$ cat config.mk
export PLATFORM = sky130hd
export DESIGN_NAME = decode_control
export DESIGN_NICKNAME = d
export VERILOG_FILES = /design/src/rtl/decode_pkg.sv /design/src/rtl/branch_unit.sv /design/src/rtl/decode_control.sv
export SDC_FILE = /design/constraint.sdc
export NUM_CORES = 1
export LEC_CHECK = 0
export BUFFER_PORTS_ARGS = -buffer_cell sky130_fd_sc_hd__clkbuf_2
export CAP_MARGIN = 20
export CELL_PAD_IN_SITES_DETAIL_PLACEMENT = 1
export CELL_PAD_IN_SITES_GLOBAL_PLACEMENT = 2
export CORE_UTILIZATION = 39
export CTS_CLUSTER_DIAMETER = 100
export DETAILED_ROUTE_END_ITERATION = 6
export PLACE_DENSITY = 0.93
export SYNTH_ARGS = -nofsm -noshare
export SYNTH_HDL_FRONTEND = slang
export SYNTH_HIERARCHICAL = 1
export SYNTH_SLANG_ARGS = --single-unit
$ cat constraint.sdc
create_clock -name CLK -period 4.45 [get_ports CLK]
set_clock_uncertainty 0.2 [all_clocks]
set_input_delay 0 -clock CLK [delete_from_list [all_inputs] [get_ports CLK]]
set_output_delay 0 -clock CLK [all_outputs]
set_load 0.03 [all_outputs]
$ cat src/rtl/decode_pkg.sv
// rtl/decode_pkg.sv - shared widths, field slices, opcodes and FSM states for the decode stage
package decode_pkg;

    localparam int IW = 24;
    localparam int AW = 8;
    localparam int RW = 4;

    localparam int OPC_HI = 23;
    localparam int OPC_LO = 20;
    localparam int RD_HI  = 19;
    localparam int RD_LO  = 16;
    localparam int RA_HI  = 15;
    localparam int RA_LO  = 12;
    localparam int RB_HI  = 11;
    localparam int RB_LO  = 8;
    localparam int IMM_HI = 7;
    localparam int IMM_LO = 0;

    typedef enum logic [3:0] {
        OP_NOP   = 4'h0,
        OP_ALU1  = 4'h1,
        OP_ALU2  = 4'h2,
        OP_ALU3  = 4'h3,
        OP_ALU4  = 4'h4,
        OP_ALU5  = 4'h5,
        OP_ALU6  = 4'h6,
        OP_ALU7  = 4'h7,
        OP_JMP   = 4'h8,
        OP_BZ    = 4'h9,
        OP_BNZ   = 4'hA,
        OP_LDC   = 4'hB,
        OP_DJNZ  = 4'hC,
        OP_ILL_D = 4'hD,
        OP_ILL_E = 4'hE,
        OP_HALT  = 4'hF
    } opcode_e;

    typedef enum logic [1:0] {
        ST_RUN   = 2'd0,
        ST_FLUSH = 2'd1,
        ST_HALT  = 2'd2
    } state_e;

    function automatic logic is_alu(input logic [3:0] opc);
        return (opc != 4'h0) && !opc[3];
    endfunction

endpackage

$ cat src/rtl/branch_unit.sv
// rtl/branch_unit.sv - combinational control-flow resolution for one decoded opcode
module branch_unit
    import decode_pkg::*;
(
    input  logic [3:0]    opcode_i,
    input  logic [7:0]    imm_i,
    input  logic          zero_flag_i,
    input  logic [7:0]    loop_cnt_i,
    output logic          taken_o,
    output logic [AW-1:0] target_o,
    output logic          is_halt_o,
    output logic          is_illegal_o
);

    always_comb begin
        taken_o      = 1'b0;
        is_halt_o    = 1'b0;
        is_illegal_o = 1'b0;
        case (opcode_e'(opcode_i))
            OP_JMP:             taken_o      = 1'b1;
            OP_BZ:              taken_o      = zero_flag_i;
            OP_BNZ:             taken_o      = !zero_flag_i;
            // Pre-decrement count: 0 wraps to 255 and still loops.
            OP_DJNZ:            taken_o      = (loop_cnt_i != 8'd1);
            OP_HALT:            is_halt_o    = 1'b1;
            OP_ILL_D, OP_ILL_E: is_illegal_o = 1'b1;
            default:            ;
        endcase
    end

    assign target_o = imm_i;

endmodule

$ cat src/rtl/decode_control.sv
// rtl/decode_control.sv - IF/ID register, decode FSM and branch redirect back to fetch
module decode_control
    import decode_pkg::*;
(
    input  logic          CLK,
    input  logic          reset_n,
    input  logic [IW-1:0] instr,
    input  logic          zero_flag,
    output logic          PCSrc,
    output logic [AW-1:0] immediate,
    output logic          ex_valid,
    output logic [2:0]    alu_op,
    output logic [RW-1:0] rd,
    output logic [RW-1:0] ra,
    output logic [RW-1:0] rb,
    output logic [7:0]    ex_imm,
    output logic [AW-1:0] id_pc,
    output logic          halted,
    output logic          illegal
);

    state_e        state_q;
    logic [IW-1:0] ir_q;
    logic [AW-1:0] fetch_pc_q;
    logic [AW-1:0] id_pc_q;
    logic [7:0]    loop_cnt_q;
    logic          ex_valid_q;
    logic [2:0]    alu_op_q;
    logic [RW-1:0] rd_q;
    logic [RW-1:0] ra_q;
    logic [RW-1:0] rb_q;
    logic [7:0]    ex_imm_q;
    logic          halted_q;
    logic          illegal_q;

    logic [3:0]    opc;
    logic          br_taken;
    logic [AW-1:0] br_target;
    logic          br_halt;
    logic          br_illegal;
    logic          freeze_ir;

    assign opc = ir_q[OPC_HI:OPC_LO];

    branch_unit u_branch (
        .opcode_i     (opc),
        .imm_i        (ir_q[IMM_HI:IMM_LO]),
        .zero_flag_i  (zero_flag),
        .loop_cnt_i   (loop_cnt_q),
        .taken_o      (br_taken),
        .target_o     (br_target),
        .is_halt_o    (br_halt),
        .is_illegal_o (br_illegal)
    );

    always_comb begin
        PCSrc     = 1'b0;
        immediate = '0;
        case (state_q)
            ST_RUN: begin
                if (br_taken) begin
                    PCSrc     = 1'b1;
                    immediate = br_target;
                end else if (br_halt) begin
                    PCSrc     = 1'b1;
                    immediate = id_pc_q;
                end
            end
            ST_HALT: begin
                PCSrc     = 1'b1;
                immediate = id_pc_q;
            end
            default: ;
        endcase
    end

    // IF/ID also freezes on the edge entering HALT so id_pc keeps the HALT address.
    assign freeze_ir = (state_q == ST_HALT) || ((state_q == ST_RUN) && br_halt);

    always_ff @(posedge CLK or negedge reset_n) begin
        if (!reset_n) begin
            state_q    <= ST_FLUSH;
            ir_q       <= '0;
            fetch_pc_q <= '0;
            id_pc_q    <= '0;
            loop_cnt_q <= '0;
            ex_valid_q <= 1'b0;
            alu_op_q   <= '0;
            rd_q       <= '0;
            ra_q       <= '0;
            rb_q       <= '0;
            ex_imm_q   <= '0;
            halted_q   <= 1'b0;
            illegal_q  <= 1'b0;
        end else begin
            fetch_pc_q <= PCSrc ? immediate : fetch_pc_q + 8'd1;
            if (!freeze_ir) begin
                ir_q    <= instr;
                id_pc_q <= fetch_pc_q;
            end
            ex_valid_q <= 1'b0;
            case (state_q)
                ST_RUN: begin
                    if (is_alu(opc)) begin
                        ex_valid_q <= 1'b1;
                        alu_op_q   <= opc[2:0];
                        rd_q       <= ir_q[RD_HI:RD_LO];
                        ra_q       <= ir_q[RA_HI:RA_LO];
                        rb_q       <= ir_q[RB_HI:RB_LO];
                        ex_imm_q   <= ir_q[IMM_HI:IMM_LO];
                    end
                    if (opc == OP_LDC)  loop_cnt_q <= ir_q[IMM_HI:IMM_LO];
                    if (opc == OP_DJNZ) loop_cnt_q <= loop_cnt_q - 8'd1;
                    if (br_illegal)     illegal_q  <= 1'b1;
                    if (br_taken) begin
                        state_q <= ST_FLUSH;
                    end else if (br_halt) begin
                        state_q  <= ST_HALT;
                        halted_q <= 1'b1;
                    end
                end
                ST_FLUSH: state_q <= ST_RUN;
                default:  state_q <= ST_HALT;
            endcase
        end
    end

    assign ex_valid = ex_valid_q;
    assign alu_op   = alu_op_q;
    assign rd       = rd_q;
    assign ra       = ra_q;
    assign rb       = rb_q;
    assign ex_imm   = ex_imm_q;
    assign id_pc    = id_pc_q;
    assign halted   = halted_q;
    assign illegal  = illegal_q;

endmodule

==> results of run 1 <==
kinds of logic after synthesis:
kind of cell | after synthesis | synth area share
fa+ha+maj | 2 | 0.00742
xor+xnor | 7 | 0.0182
simple gates | 57 | 0.0983
buf+inv | 23 | 0.0352
compound gates | 53 | 0.0931
flops | 76 | 0.564
mux | 55 | 0.184
cell usage after synthesis:
cell type / instances
dfrtp_1: 75
mux2_2: 55
o21ai_0: 18
a21oi_1: 17
nand2_1: 14
nor2_1: 11
clkbuf_1: 10
buf_4: 8
o21bai_1: 7
nor3_1: 5
nor3b_1: 5
nand3_1: 4
xnor2_1: 4
a21o_1: 3
inv_1: 3
nand2b_1: 3
xor2_1: 3
buf_2: 2
ha_1: 2
nor2b_1: 2
o211ai_1: 2
o22a_1: 2
or4_4: 2
a211oi_1: 1
and2_1: 1
and3_1: 1
and3b_1: 1
and4_1: 1
and4b_1: 1
dfstp_2: 1
nand4bb_1: 1
nor4_1: 1
nor4_2: 1
nor4b_2: 1
nor4bb_1: 1
o211a_1: 1
o21ai_1: 1
o2bb2ai_1: 1
or3_1: 1
routing by layer:
layer	wire length (µm)	track usage
met1	3490	0.252
met2	4080	0.342
met3	418	0.0596
met4	105	0.0644
met5	0	0
placed cells by master (no fill, tap or decap), types with 2 or more instances in the layout:
master         synthesis  final
nand3_1                4      4
a21o_1                 3      3
dfrtp_1               75     75
xnor2_1                4      4
clkbuf_2               0     68
nor2_1                11     11
inv_1                  3      3
nand2b_1               3      3
nor2b_1                2      2
nor3_1                 5      5
a21oi_1               17     17
clkinvlp_4             0      2
dlygate4sd3_1          0     25
nand2_1               14     14
o21bai_1               7      7
ha_1                   2      2
o22a_1                 2      2
o21ai_0               18     18
nor3b_1                5      5
or4_4                  2      2
clkbuf_8               0      9
o211ai_1               2      2
xor2_1                 3      3
buf_4                  8      3
mux2_2                55     55
clkinv_4               0      2
where the power goes:
| part | switching, mW | leakage, nW | total [mW] | internal (mW) |
|---|---|---|---|---|
| registers | 0.337 | 0.904 | 1.37 | 1.03 |
| clock network | 0.274 | 0.0958 | 0.535 | 0.262 |
| logic | 0.843 | 0.865 | 1.50 | 0.654 |
| total | 1.45 | 1.87 | 3.40 | 1.95 |
area by class of cell:
cell class	count	area, µm²	area share
sequential	76	1900	0.447
multi-input combinational	174	1370	0.322
timing repair buffer	97	641	0.150
tap	105	131	0.0309
clock buffer	9	124	0.0291
clock inverter	7	76.3	0.0179
inverter	3	11.3	0.00264
worst register-to-register path, delay by kind of cell, from the launching register on:
family	cells	cell delay, ns
compound gates	4	0.69
flops	1	0.53
simple gates	3	0.91
state kept, by name, indices dropped and copies added (netlist names):
name and flops:
ir_q 24, illegal 1, ex_imm 8, fetch_pc_q 8
alu_op 3, rd 4, ra 4, loop_cnt_q 8
state_q 2, halted 1, ex_valid 1, id_pc 8
rb 4
stage by stage:
stage / instances / hold slack [ns] / area, µm²
after floorplan: 273 / -0.496 / 3370
after global placement: 428 / 0.000925 / 3770
after detailed placement: 428 / 0.0194 / 3770
after CTS: 469 / 0.171 / 4220
after global routing: 471 / 0.194 / 4260
final: 471 / 0.128 / 4260
worst min path at each step:
stage	slack, ns	startpoint	endpoint
finish	0.13	reset_n	id_pc[3]
global route	0.19	instr[8]	ir_q[8]
CTS	0.17	reset_n	id_pc[3]
detailed placement	0.02	reset_n	id_pc[3]
global placement	0.0009	reset_n	id_pc[4]
floorplan	-0.50	reset_n	alu_op[0]
==> impl_metrics.ini, run 1 <==
[status]
outcome = finished, final reports clean

[logic_synthesis]
netlist_area_um2 = 3370
synth_nets = 302
yosys_warnings = 6
syn_inst = 273
synth_top_area_frac = 0.556
yosys-top-cells-area = dfrtp_1 (56%), mux2_2 (18%), o21ai_0 (2.7%), a21oi_1 (2.5%), buf_4 (1.8%)
synth_cell_types = 39
ys_ff_latch = 76
yosysTopAreaCell = dfrtp_1
avgSynthCellArea_um2 = 12.4
yosysSeqAreaShare = 0.564

[critical_path]
reg2regPathDepth = 7
path_class = reg2out
r2r-start = ir_q[22]
worstPathRequired_ns = 4.25
cp-endpoint = immediate[2]
crit_start = ir_q[22]
cp-start-kind = register
cp_top_family = simple AND/OR/NAND/NOR gates
crit_fanout = 12
worst-path-buf-inv = 1
cp_num_cells = 7
crit_slowest_cell = nor2b_1
rr_endpoint = fetch_pc_q[2]
critPathMaxStageDelay_ns = 0.54
end_kind = output port
regToRegSetupSlack_ns = 2.07
cp_data_arrival_time_ns = 2.58
cp_cell_sequence = nor4b_2 > nand3_1 > o211a_1 > nor2b_1 > o21ai_0 > a21oi_1 > clkbuf_2

[placed_design]
dp_hpwl_um = 5360
dp_slack_ns = 1.98
routabilityCongestion = 0.777
io_buffer_count = 69

[final_layout]
fillers = 877
fin_util = 0.513
nets = 390
area_growth_pct = 26.2
antenna-diode-count = 0
drive_above_1_share = 0.407

[routing]
wire_per_inst_um = 17.2
routed_wl_um = 8090
ant_nets = 0
firstDrtPassIters = 4
drt_iter0_markers = 94
drc_errors = 0
via_count = 2478
avgViaCountPerCell = 5.26

[grt]
grt_pass1_wl_um = 13700
grt_max_degree = 77
antenna_found_initial = 0
grt_remaining_overflow = 0
grt_usage = 0.204
grt_pass1_vias = 2661

[sta]
slew_violations = 0
fin_ws_ns = 1.67
min_period_ns = 2.78
setup_viol = 0
hold_viol_final = 0
period_share = 0.624
slew-limit-headroom = 0.355
fmax_mhz = 360
rsz0062_at_grt = false
tns_ns = 0
worst_pin_slew_ns = 0.967

[flow_run]
maxCapViolCount = 0

[floorplanning]
ioPinCount = 70
die-area_um2 = 9030
start_util = 0.406
coreArea_um2 = 8300
rows = 33
dieWidth_um = 95
die_h_um = 95

[clocking]
cts.clk_slew.worst_paths_ns = 0.08
cts_resized = 0
cts_buffers = 9
clk_latency_ns = 0.36
post_cts_buffers = 0
cts_hold_buf = 25
ctsLongestPathBuffers = 2
clkSinkCount = 76
cts_tree = yes
root_buffer = clkbuf_8
cts.htree.levels = 3

[pwr]
peakVddDrop_mv = 0.386
p_per_area_nw_per_um2 = 799
total_power_mw = 3.40
leakagePower_nw = 1.87

[worst_hold_path]
hp-class = in2async
Power figures use the tool's default switching activity.
==> run 2, diff against run 1 <==
--- a/config.mk
+++ b/config.mk
@@ -9,10 +9,10 @@
 export CAP_MARGIN = 20
 export CELL_PAD_IN_SITES_DETAIL_PLACEMENT = 1
 export CELL_PAD_IN_SITES_GLOBAL_PLACEMENT = 2
-export CORE_UTILIZATION = 39
+export CORE_UTILIZATION = 32
 export CTS_CLUSTER_DIAMETER = 100
 export DETAILED_ROUTE_END_ITERATION = 6
-export PLACE_DENSITY = 0.93
+export PLACE_DENSITY = 0.83
 export SYNTH_ARGS = -nofsm -noshare
 export SYNTH_HDL_FRONTEND = slang
 export SYNTH_HIERARCHICAL = 1
==> constraint.sdc (replaced) <==
create_clock -name CLK -period 2.4 [get_ports CLK]
set_clock_uncertainty 0.2 [all_clocks]
set_input_delay 0 -clock CLK [delete_from_list [all_inputs] [get_ports CLK]]
set_output_delay 0 -clock CLK [all_outputs]
set_load 0.03 [all_outputs]
==> run 2 against run 1 <==
Global-route usage is 4.1 points lower. Non-clock buffer count is 12 higher. Critical path type unchanged. Total power is 93% higher. Clock power is 100% higher. Critical path depth is 1 higher. Via count is 0.85% higher. Utilization is 8.1 points lower.
==> impl_metrics.ini, run 2 (synthesis gave the netlist of run 1 again) <==
[clocking]
root_buffer = clkbuf_8
clkSinkCount = 76
cts.htree.levels = 3
cts.clk_slew.worst_paths_ns = 0.08
cts_tree = yes
ctsLongestPathBuffers = 2
clk_latency_ns = 0.35
cts_buffers = 9

[sta]
fmax_mhz = 434
hold_viol_final = 0
period_share = 0.960
slew_violations = 0
min_period_ns = 2.30
rsz0062_at_grt = true
worst_pin_slew_ns = 0.959
setup_viol = 0
slew-limit-headroom = 0.361
tns_ns = 0

[final_layout]
antenna-diode-count = 0
area_growth_pct = 31.6
register_area_um2 = 1910
final_cell_mix = dfrtp_1 (71), clkbuf_2 (61), mux2_2 (55)
largest_reg_flops = 24
final_common_cell = dfrtp_1
fin_area_um2 = 4440
drive_above_1_share = 0.452
largest-register = ir_q
multiInputGateArea_um2 = 1400
fillers = 1141
stdcell_count = 514
nets = 402
fin_util = 0.432

[routing]
firstDrtPassIters = 4
drt_iter0_markers = 55
avgViaCountPerCell = 4.86
via_count = 2499
wire_per_inst_um = 16.3
routed_wl_um = 8390
drc_errors = 0
ant_nets = 0

[critical_path]
crit_start = loop_cnt_q[4]
crit_fanout = 9
worstPathRequired_ns = 2.20
cp-start-kind = register
end_kind = output port
path_class = reg2out
cp_data_arrival_time_ns = 2.10
r2r-start = loop_cnt_q[2]

[worst_hold_path]
hp-class = in2async

[pwr]
p_comb_frac = 0.455
p_clk_frac = 0.163
peakVddDrop_mv = 0.586
seqPwrFrac = 0.382
p_per_area_nw_per_um2 = 1480
p_int_mw = 3.84
power_switching_mw = 2.73
switching_share = 0.416
leakagePower_nw = 1.93

[status]
outcome = finished, final reports clean

[grt]
grt_pass1_wl_um = 13800
antenna_found_initial = 0
grt_max_degree = 77
grt_remaining_overflow = 0
grt_pass1_vias = 2694
grt_usage = 0.163

[placed_design]
routabilityCongestion = 0.750
io_buffer_count = 69
dp_cells = 469
dp_hpwl_um = 5400
placed_cell_area_um2 = 3890

[flow_run]
maxCapViolCount = 0

[floorplanning]
start_util = 0.328
die-area_um2 = 11000
dieWidth_um = 105
coreArea_um2 = 10300
rows = 37
die_h_um = 105
ioPinCount = 70
run 2: cell types whose count changed in the layout (fill, tap and decap cells not counted), moves of 4 or more:
cell	delta
a21oi_1	-6
buf_4	+18
clkbuf_2	-7
dfrtp_1	-4
a21oi_2	+6
dfrtp_2	+4
run 2: final timing paths:
path / end / slack [ns] / cells after the start
worst min register to register: illegal / 0.26 / 1
worst min-delay path: rb[1] / 0.13 / 2
max in group asynchronous: loop_cnt_q[0] / 1.17 / 2
min in group CLK: state_q[0] / 0.13 / 5
worst max register to register: loop_cnt_q[7] / 0.25 / 4
worst max-delay path: immediate[7] / 0.1 / 8
run 2: critical path, stage by stage (launching register included):
cell	delay, ns
dfrtp_2	0.43
nor4b_2	0.28
nand3_1	0.11
o211a_1	0.17
nor2b_1	0.11
buf_4	0.17
o21ai_0	0.08
a21oi_1	0.20
buf_4	0.19
run 2: repair_timing:
item                                    4_1_cts  5_1_grt
setup buffers                                 1        3
pin swaps                                     1        2
gates resized for setup                      15       14
hold buffers                                 25        0
hold endpoints to repair                     99        0
endpoints found under the setup margin        8        8
run 2: power by group through the flow:
| stage | combinational, mW | sequential (mW) | clock (mW) |
|---|---|---|---|
| 2_1_floorplan | 1.60 | 2.88 | 0 |
| 3_3_place_gp | 2.75 | 2.50 | 0 |
| 3_5_place_dp | 2.82 | 2.54 | 0 |
| 4_1_cts | 2.94 | 2.52 | 1.12 |
| 5_1_grt | 3.21 | 2.62 | 1.15 |
| 6_report | 2.99 | 2.51 | 1.07 |
run 2: routing by layer:
metal / routed length [µm] / global-route usage
met1: 3720 / 0.198
met2: 4150 / 0.275
met3: 430 / 0.0487
met4: 89 / 0.0513
met5: 0 / 0
run 2: per-stage QoR:
step                setup slack [ns]  hold WS, ns  power [mW]
finish                        0.0968        0.126        6.57
global route                 -0.0199        0.136        6.98
CTS                          0.00216        0.126        6.57
detailed placement             0.183       0.0215        5.36
global placement               0.302       0.0116        5.24
floorplan                     0.0541       -0.496        4.48
run 2: cell type report:
class | instances | area share
clock buffer | 10 | 0.0287
clock inverter | 6 | 0.0200
multi-input combinational | 174 | 0.316
inverter | 3 | 0.00254
sequential | 76 | 0.430
tap | 136 | 0.0383
timing repair buffer | 109 | 0.165
